File: config.mk
export PLATFORM = sky130hd
export DESIGN_NAME = config_bus_driver
export DESIGN_NICKNAME = d
export VERILOG_FILES = /design/src/rtl/config_bus_driver.sv
export SDC_FILE = /design/constraint.sdc
export NUM_CORES = 1
export LEC_CHECK = 0
export BUFFER_PORTS_ARGS = -buffer_cell sky130_fd_sc_hd__buf_2
export CORE_MARGIN = 4
export CORE_UTILIZATION = 46
export CTS_CLUSTER_DIAMETER = 30
export CTS_CLUSTER_SIZE = 24
export DETAILED_ROUTE_END_ITERATION = 6
export HOLD_SLACK_MARGIN = 0.05
export PLACE_DENSITY = 0.79
export REMOVE_ABC_BUFFERS = 1
export SLEW_MARGIN = 10
export SYNTH_ARGS = -nofsm -noshare
export SYNTH_HDL_FRONTEND = slang
export SYNTH_SLANG_ARGS = --single-unit
File: constraint.sdc
create_clock -name clk -period 2.75 [get_ports clk]
set_input_delay 0.55 -clock clk [delete_from_list [all_inputs] [get_ports clk]]
set_output_delay 0.55 -clock clk [all_outputs]
set_load 0.02 [all_outputs]
File: src/rtl/config_bus_driver.sv
// Config-bus master: turns one valid/ready request into a single config_read/config_write
// transaction and returns captured read data on a valid/ready response channel.
module config_bus_driver #(
    parameter int ADDR_WIDTH = 8,
    parameter int DATA_WIDTH = 32,
    parameter int READ_WAIT  = 0
) (
    input  logic                  clk,
    input  logic                  reset,
    input  logic                  req_valid,
    output logic                  req_ready,
    input  logic                  req_write,
    input  logic [ADDR_WIDTH-1:0] req_addr,
    input  logic [DATA_WIDTH-1:0] req_data,
    output logic                  rsp_valid,
    input  logic                  rsp_ready,
    output logic [DATA_WIDTH-1:0] rsp_data,
    output logic [ADDR_WIDTH-1:0] config_config_addr,
    output logic [DATA_WIDTH-1:0] config_config_data,
    output logic                  config_read,
    output logic                  config_write,
    input  logic [DATA_WIDTH-1:0] read_config_data,
    output logic                  busy
);

    typedef enum logic [1:0] {
        ST_IDLE  = 2'd0,
        ST_ISSUE = 2'd1,
        ST_WAIT  = 2'd2,
        ST_RESP  = 2'd3
    } state_e;

    localparam logic [3:0] WAIT_LOAD = 4'(READ_WAIT);

    state_e                  state_q, state_d;
    logic                    op_write_q, op_write_d;
    logic [ADDR_WIDTH-1:0]   addr_q, addr_d;
    logic [DATA_WIDTH-1:0]   data_q, data_d;
    logic [DATA_WIDTH-1:0]   rsp_data_q, rsp_data_d;
    logic [3:0]              wait_cnt_q, wait_cnt_d;
    logic                    req_ready_q, req_ready_d;
    logic                    busy_q, busy_d;
    logic                    cfg_read_q, cfg_read_d;
    logic                    cfg_write_q, cfg_write_d;
    logic                    rsp_valid_q, rsp_valid_d;

    // Next-state and datapath: fields are sampled only at the accept edge in IDLE
    always_comb begin
        state_d    = state_q;
        op_write_d = op_write_q;
        addr_d     = addr_q;
        data_d     = data_q;
        rsp_data_d = rsp_data_q;
        wait_cnt_d = wait_cnt_q;
        case (state_q)
            ST_IDLE: begin
                if (req_valid) begin
                    op_write_d = req_write;
                    addr_d     = req_addr;
                    data_d     = req_data;
                    state_d    = ST_ISSUE;
                end else begin
                    state_d = ST_IDLE;
                end
            end
            ST_ISSUE: begin
                if (op_write_q) begin
                    state_d = ST_IDLE;
                end else if (WAIT_LOAD == 4'd0) begin
                    rsp_data_d = read_config_data;
                    state_d    = ST_RESP;
                end else begin
                    wait_cnt_d = WAIT_LOAD;
                    state_d    = ST_WAIT;
                end
            end
            ST_WAIT: begin
                // A count of 1 (or a corrupted 0) ends the wait so the FSM can never stall here
                if (wait_cnt_q <= 4'd1) begin
                    wait_cnt_d = 4'd0;
                    rsp_data_d = read_config_data;
                    state_d    = ST_RESP;
                end else begin
                    wait_cnt_d = wait_cnt_q - 4'd1;
                    state_d    = ST_WAIT;
                end
            end
            ST_RESP: begin
                if (rsp_ready) begin
                    state_d = ST_IDLE;
                end else begin
                    state_d = ST_RESP;
                end
            end
            default: begin
                state_d    = ST_IDLE;
                wait_cnt_d = 4'd0;
            end
        endcase
    end

    // Output decode from the next state so every output port comes straight off a flop
    always_comb begin
        req_ready_d = 1'b0;
        busy_d      = 1'b1;
        cfg_read_d  = 1'b0;
        cfg_write_d = 1'b0;
        rsp_valid_d = 1'b0;
        case (state_d)
            ST_IDLE: begin
                req_ready_d = 1'b1;
                busy_d      = 1'b0;
            end
            ST_ISSUE: begin
                if (op_write_d) begin
                    cfg_write_d = 1'b1;
                end else begin
                    cfg_read_d = 1'b1;
                end
            end
            ST_WAIT: begin
                cfg_read_d = 1'b1;
            end
            ST_RESP: begin
                rsp_valid_d = 1'b1;
            end
            default: begin
                busy_d = 1'b0;
            end
        endcase
    end

    // State and output registers with synchronous active-high reset
    always_ff @(posedge clk) begin
        if (reset) begin
            state_q     <= ST_IDLE;
            op_write_q  <= 1'b0;
            addr_q      <= '0;
            data_q      <= '0;
            rsp_data_q  <= '0;
            wait_cnt_q  <= 4'd0;
            req_ready_q <= 1'b1;
            busy_q      <= 1'b0;
            cfg_read_q  <= 1'b0;
            cfg_write_q <= 1'b0;
            rsp_valid_q <= 1'b0;
        end else begin
            state_q     <= state_d;
            op_write_q  <= op_write_d;
            addr_q      <= addr_d;
            data_q      <= data_d;
            rsp_data_q  <= rsp_data_d;
            wait_cnt_q  <= wait_cnt_d;
            req_ready_q <= req_ready_d;
            busy_q      <= busy_d;
            cfg_read_q  <= cfg_read_d;
            cfg_write_q <= cfg_write_d;
            rsp_valid_q <= rsp_valid_d;
        end
    end

    assign req_ready          = req_ready_q;
    assign busy               = busy_q;
    assign config_read        = cfg_read_q;
    assign config_write       = cfg_write_q;
    assign rsp_valid          = rsp_valid_q;
    assign rsp_data           = rsp_data_q;
    assign config_config_addr = addr_q;
    assign config_config_data = data_q;

endmodule

==> results.json <==
{
  "start_util": 0.479,
  "cts.hold.buffers_added": 0,
  "post-cts-setup-buffers": 0,
  "wire_per_inst_um": 12.6,
  "setup.worst_path.start_class": "flop",
  "die_boundary_width_um": 92.5,
  "setup_violations": 0,
  "worst_ep_required_time_ps": 2980,
  "io_buffers": 153,
  "gpl.final_weighted_congestion": 0.761,
  "drt_first_iter_violations": 100,
  "final_layout_fill_cell_count": 621,
  "route.antenna.remaining_nets": 0,
  "drc_errors": 0,
  "design_power_total_mw": 3.57,
  "cts.reportedPaths.clkPinSlew_ps": 80,
  "maximum_root_to_sink_buffer_count": 2,
  "postSynthAreaPerCell_um2": 8.81,
  "synthTopCellsByArea": "sky130_fd_sc_hd__dfxtp_1 51%, sky130_fd_sc_hd__nand2_1 17%, sky130_fd_sc_hd__mux2i_1 10%, sky130_fd_sc_hd__a21oi_1 6.2%, sky130_fd_sc_hd__buf_6 2.7%",
  "layout-drive-gt1-share": 0.349,
  "cts_inserted_buffers": 9,
  "timing.slew.headroom": 0.656,
  "worst_skew_pair.late_latency_ps": 330,
  "first_pass_iters": 4,
  "wl_um": 7780,
  "leading_post_synthesis_cells_by_instance_count": "147 x sky130_fd_sc_hd__nand2_1, 84 x sky130_fd_sc_hd__dfxtp_1, 41 x sky130_fd_sc_hd__a21oi_1",
  "ys_types": 30,
  "grt_max_degree": 51,
  "synthDominantCellAreaShare": 0.512,
  "outcome": "completed",
  "clock.fmax_ghz": 0.484,
  "final_period_minus_worst_setup_slack_ps": 2070,
  "vias_in_the_first_global_route": 2786,
  "fin_skew_ps": 8.56,
  "critical_path.endpoint_type": "flop",
  "finish.utilization": 0.626,
  "ff_latch_area_um2": 1680,
  "grt_pass1_wl_um": 12600,
  "grt_use_total": 0.182,
  "worst-slew-pin-transition_ps": 516,
  "clock-root-buffer": "sky130_fd_sc_hd__clkbuf_8",
  "hold_violations": 0,
  "netlist.top_cell.by_area": "sky130_fd_sc_hd__dfxtp_1",
  "post_synth_inst_count": 373,
  "synth_warnings": 0,
  "detailed_place_hpwl_um": 5720,
  "rsz0062_at_grt": "false",
  "synth_enable_flop_cells": 0,
  "synth_sequential_area_ratio": 0.512,
  "route.detailed.vias_per_inst": 4.72,
  "post_synth_instance_area_um2": 3290,
  "antenna-diode-count": 0,
  "die_area_um2": 8560,
  "fp.coreArea_um2": 6870,
  "share_of_the_clock_period_used_by_the_worst_path_after_layout": 0.751,
  "die_height_um": 92.5,
  "vias": 2914,
  "power.ir.vdd_worst_uv": 503,
  "post_cts_resized": 0,
  "num_rows": 30,
  "antenna_found_initial": 0,
  "cts_tree": "yes",
  "leakagePower_nw": 2.19,
  "worstPathMaxFanout": 8,
  "syn2layout_area_growth_pct": 30.9,
  "io_pins": 154,
  "regToRegSetupSlack_ps": 680,
  "yosys_most_used_dff": "sky130_fd_sc_hd__dfxtp_1",
  "cap_violations": 0,
  "grt.overflow.total": 0,
  "nNetsFinal": 599,
  "post-synth-top-count-cell": "sky130_fd_sc_hd__nand2_1",
  "power_density_nw_per_um2": 830,
  "multi_input_area_um2": 1420,
  "clock_sinks": 84,
  "ctsHtreeMaxLevel": 3,
  "worst_ep_arrival_time_ps": 2290,
  "min_path_type": "primary input to flop",
  "ys_async_sr_fraction": 0,
  "post_synthesis_sequential_element_count": 84,
  "count_of_pins_over_their_slew_limit": 0,
  "totalNegativeSetupSlack_ps": 0,
  "critical_path_class": "flop to flop"
}
-- where the power goes --
group	total [mW]	switching [mW]	internal [mW]
clock network	1.06	0.408	0.652
registers	1.51	0.107	1.40
logic	1.00	0.616	0.387
total	3.57	1.13	2.44
-- stage by stage --
stage / instances / setup slack (ps) / cell area [um^2] / hold WS [ps]
after floorplan: 346 / 330 / 3110 / 524
after global placement: 601 / 577 / 4050 / 438
after detailed placement: 601 / 545 / 4050 / 446
after CTS: 617 / 689 / 4300 / 421
after global routing: 617 / 576 / 4300 / 416
final: 617 / 684 / 4300 / 444
-- cell usage in the layout (no fill, tap or decap), drive strengths merged, types with 2 or more instances in the layout --
master,n
ha,6
dfxtp,84
bufinv,3
inv,4
nor2,4
nand2,147
nor3,3
nand3b,2
nor2b,2
nor3b,3
and3,2
buf,159
clkbuf,12
a21oi,42
clkinv,2
mux2i,34
-- cell type report --
type / count / share of cell area
Sequential cell: 84 / 0.391
Multi-Input combinational cell: 257 / 0.330
Timing Repair Buffer: 159 / 0.188
Clock buffer: 12 / 0.0361
Tap cell: 96 / 0.0279
Clock inverter: 4 / 0.0221
Inverter: 5 / 0.00436
-- sequential cells by signal (all words and copies together) (netlist names) --
signal / flops
rsp_valid: 1
wait_cnt_q: 4
busy: 1
rsp_data: 32
config_config_data: 32
req_ready: 1
op_write_q: 1
config_read: 1
state_q: 2
config_write: 1
config_config_addr: 8
-- routing by layer --
metal	vias up	wire (um)	GRT usage
li1	1488	-	-
met2	130	3470	0.293
met1	1288	3340	0.216
met4	0	67	0.0743
met3	8	909	0.0723
met5	-	0	0
-- final timing paths --
check                                   endpoint  depth (start not counted)                          startpoint
max                       config_read$_SDFF_PP0_                          6               state_q[1]$_SDFF_PP0_
min          config_config_data[31]$_SDFFE_PP0P_                          3                        req_data[31]
max reg2reg               config_read$_SDFF_PP0_                          6               state_q[1]$_SDFF_PP0_
min reg2reg   config_config_data[1]$_SDFFE_PP0P_                          2  config_config_data[1]$_SDFFE_PP0P_
-- cells by family (layout without fill, tap and decap cells) --
group,after synthesis,after routing,share of synthesized area
flip-flops,84,84,0.512
adder cells (fa/ha/maj),6,6,0.0228
XOR/XNOR,2,2,0.00533
buffers and inverters,32,180,0.0582
multiplexers,34,34,0.104
AO/OA/AOI/OAI,47,47,0.0841
AND/OR/NAND/NOR,168,168,0.214
-- critical path, stage by stage, from the launching register on --
cell and delay, ps:
sky130_fd_sc_hd__dfxtp_1 530, sky130_fd_sc_hd__nor4b_4 380, sky130_fd_sc_hd__nand2_1 160, sky130_fd_sc_hd__and3_1 220, sky130_fd_sc_hd__ha_1 310, sky130_fd_sc_hd__and3_1 160
sky130_fd_sc_hd__a32o_1 210
No activity file was read; power rests on OpenSTA's default activity.
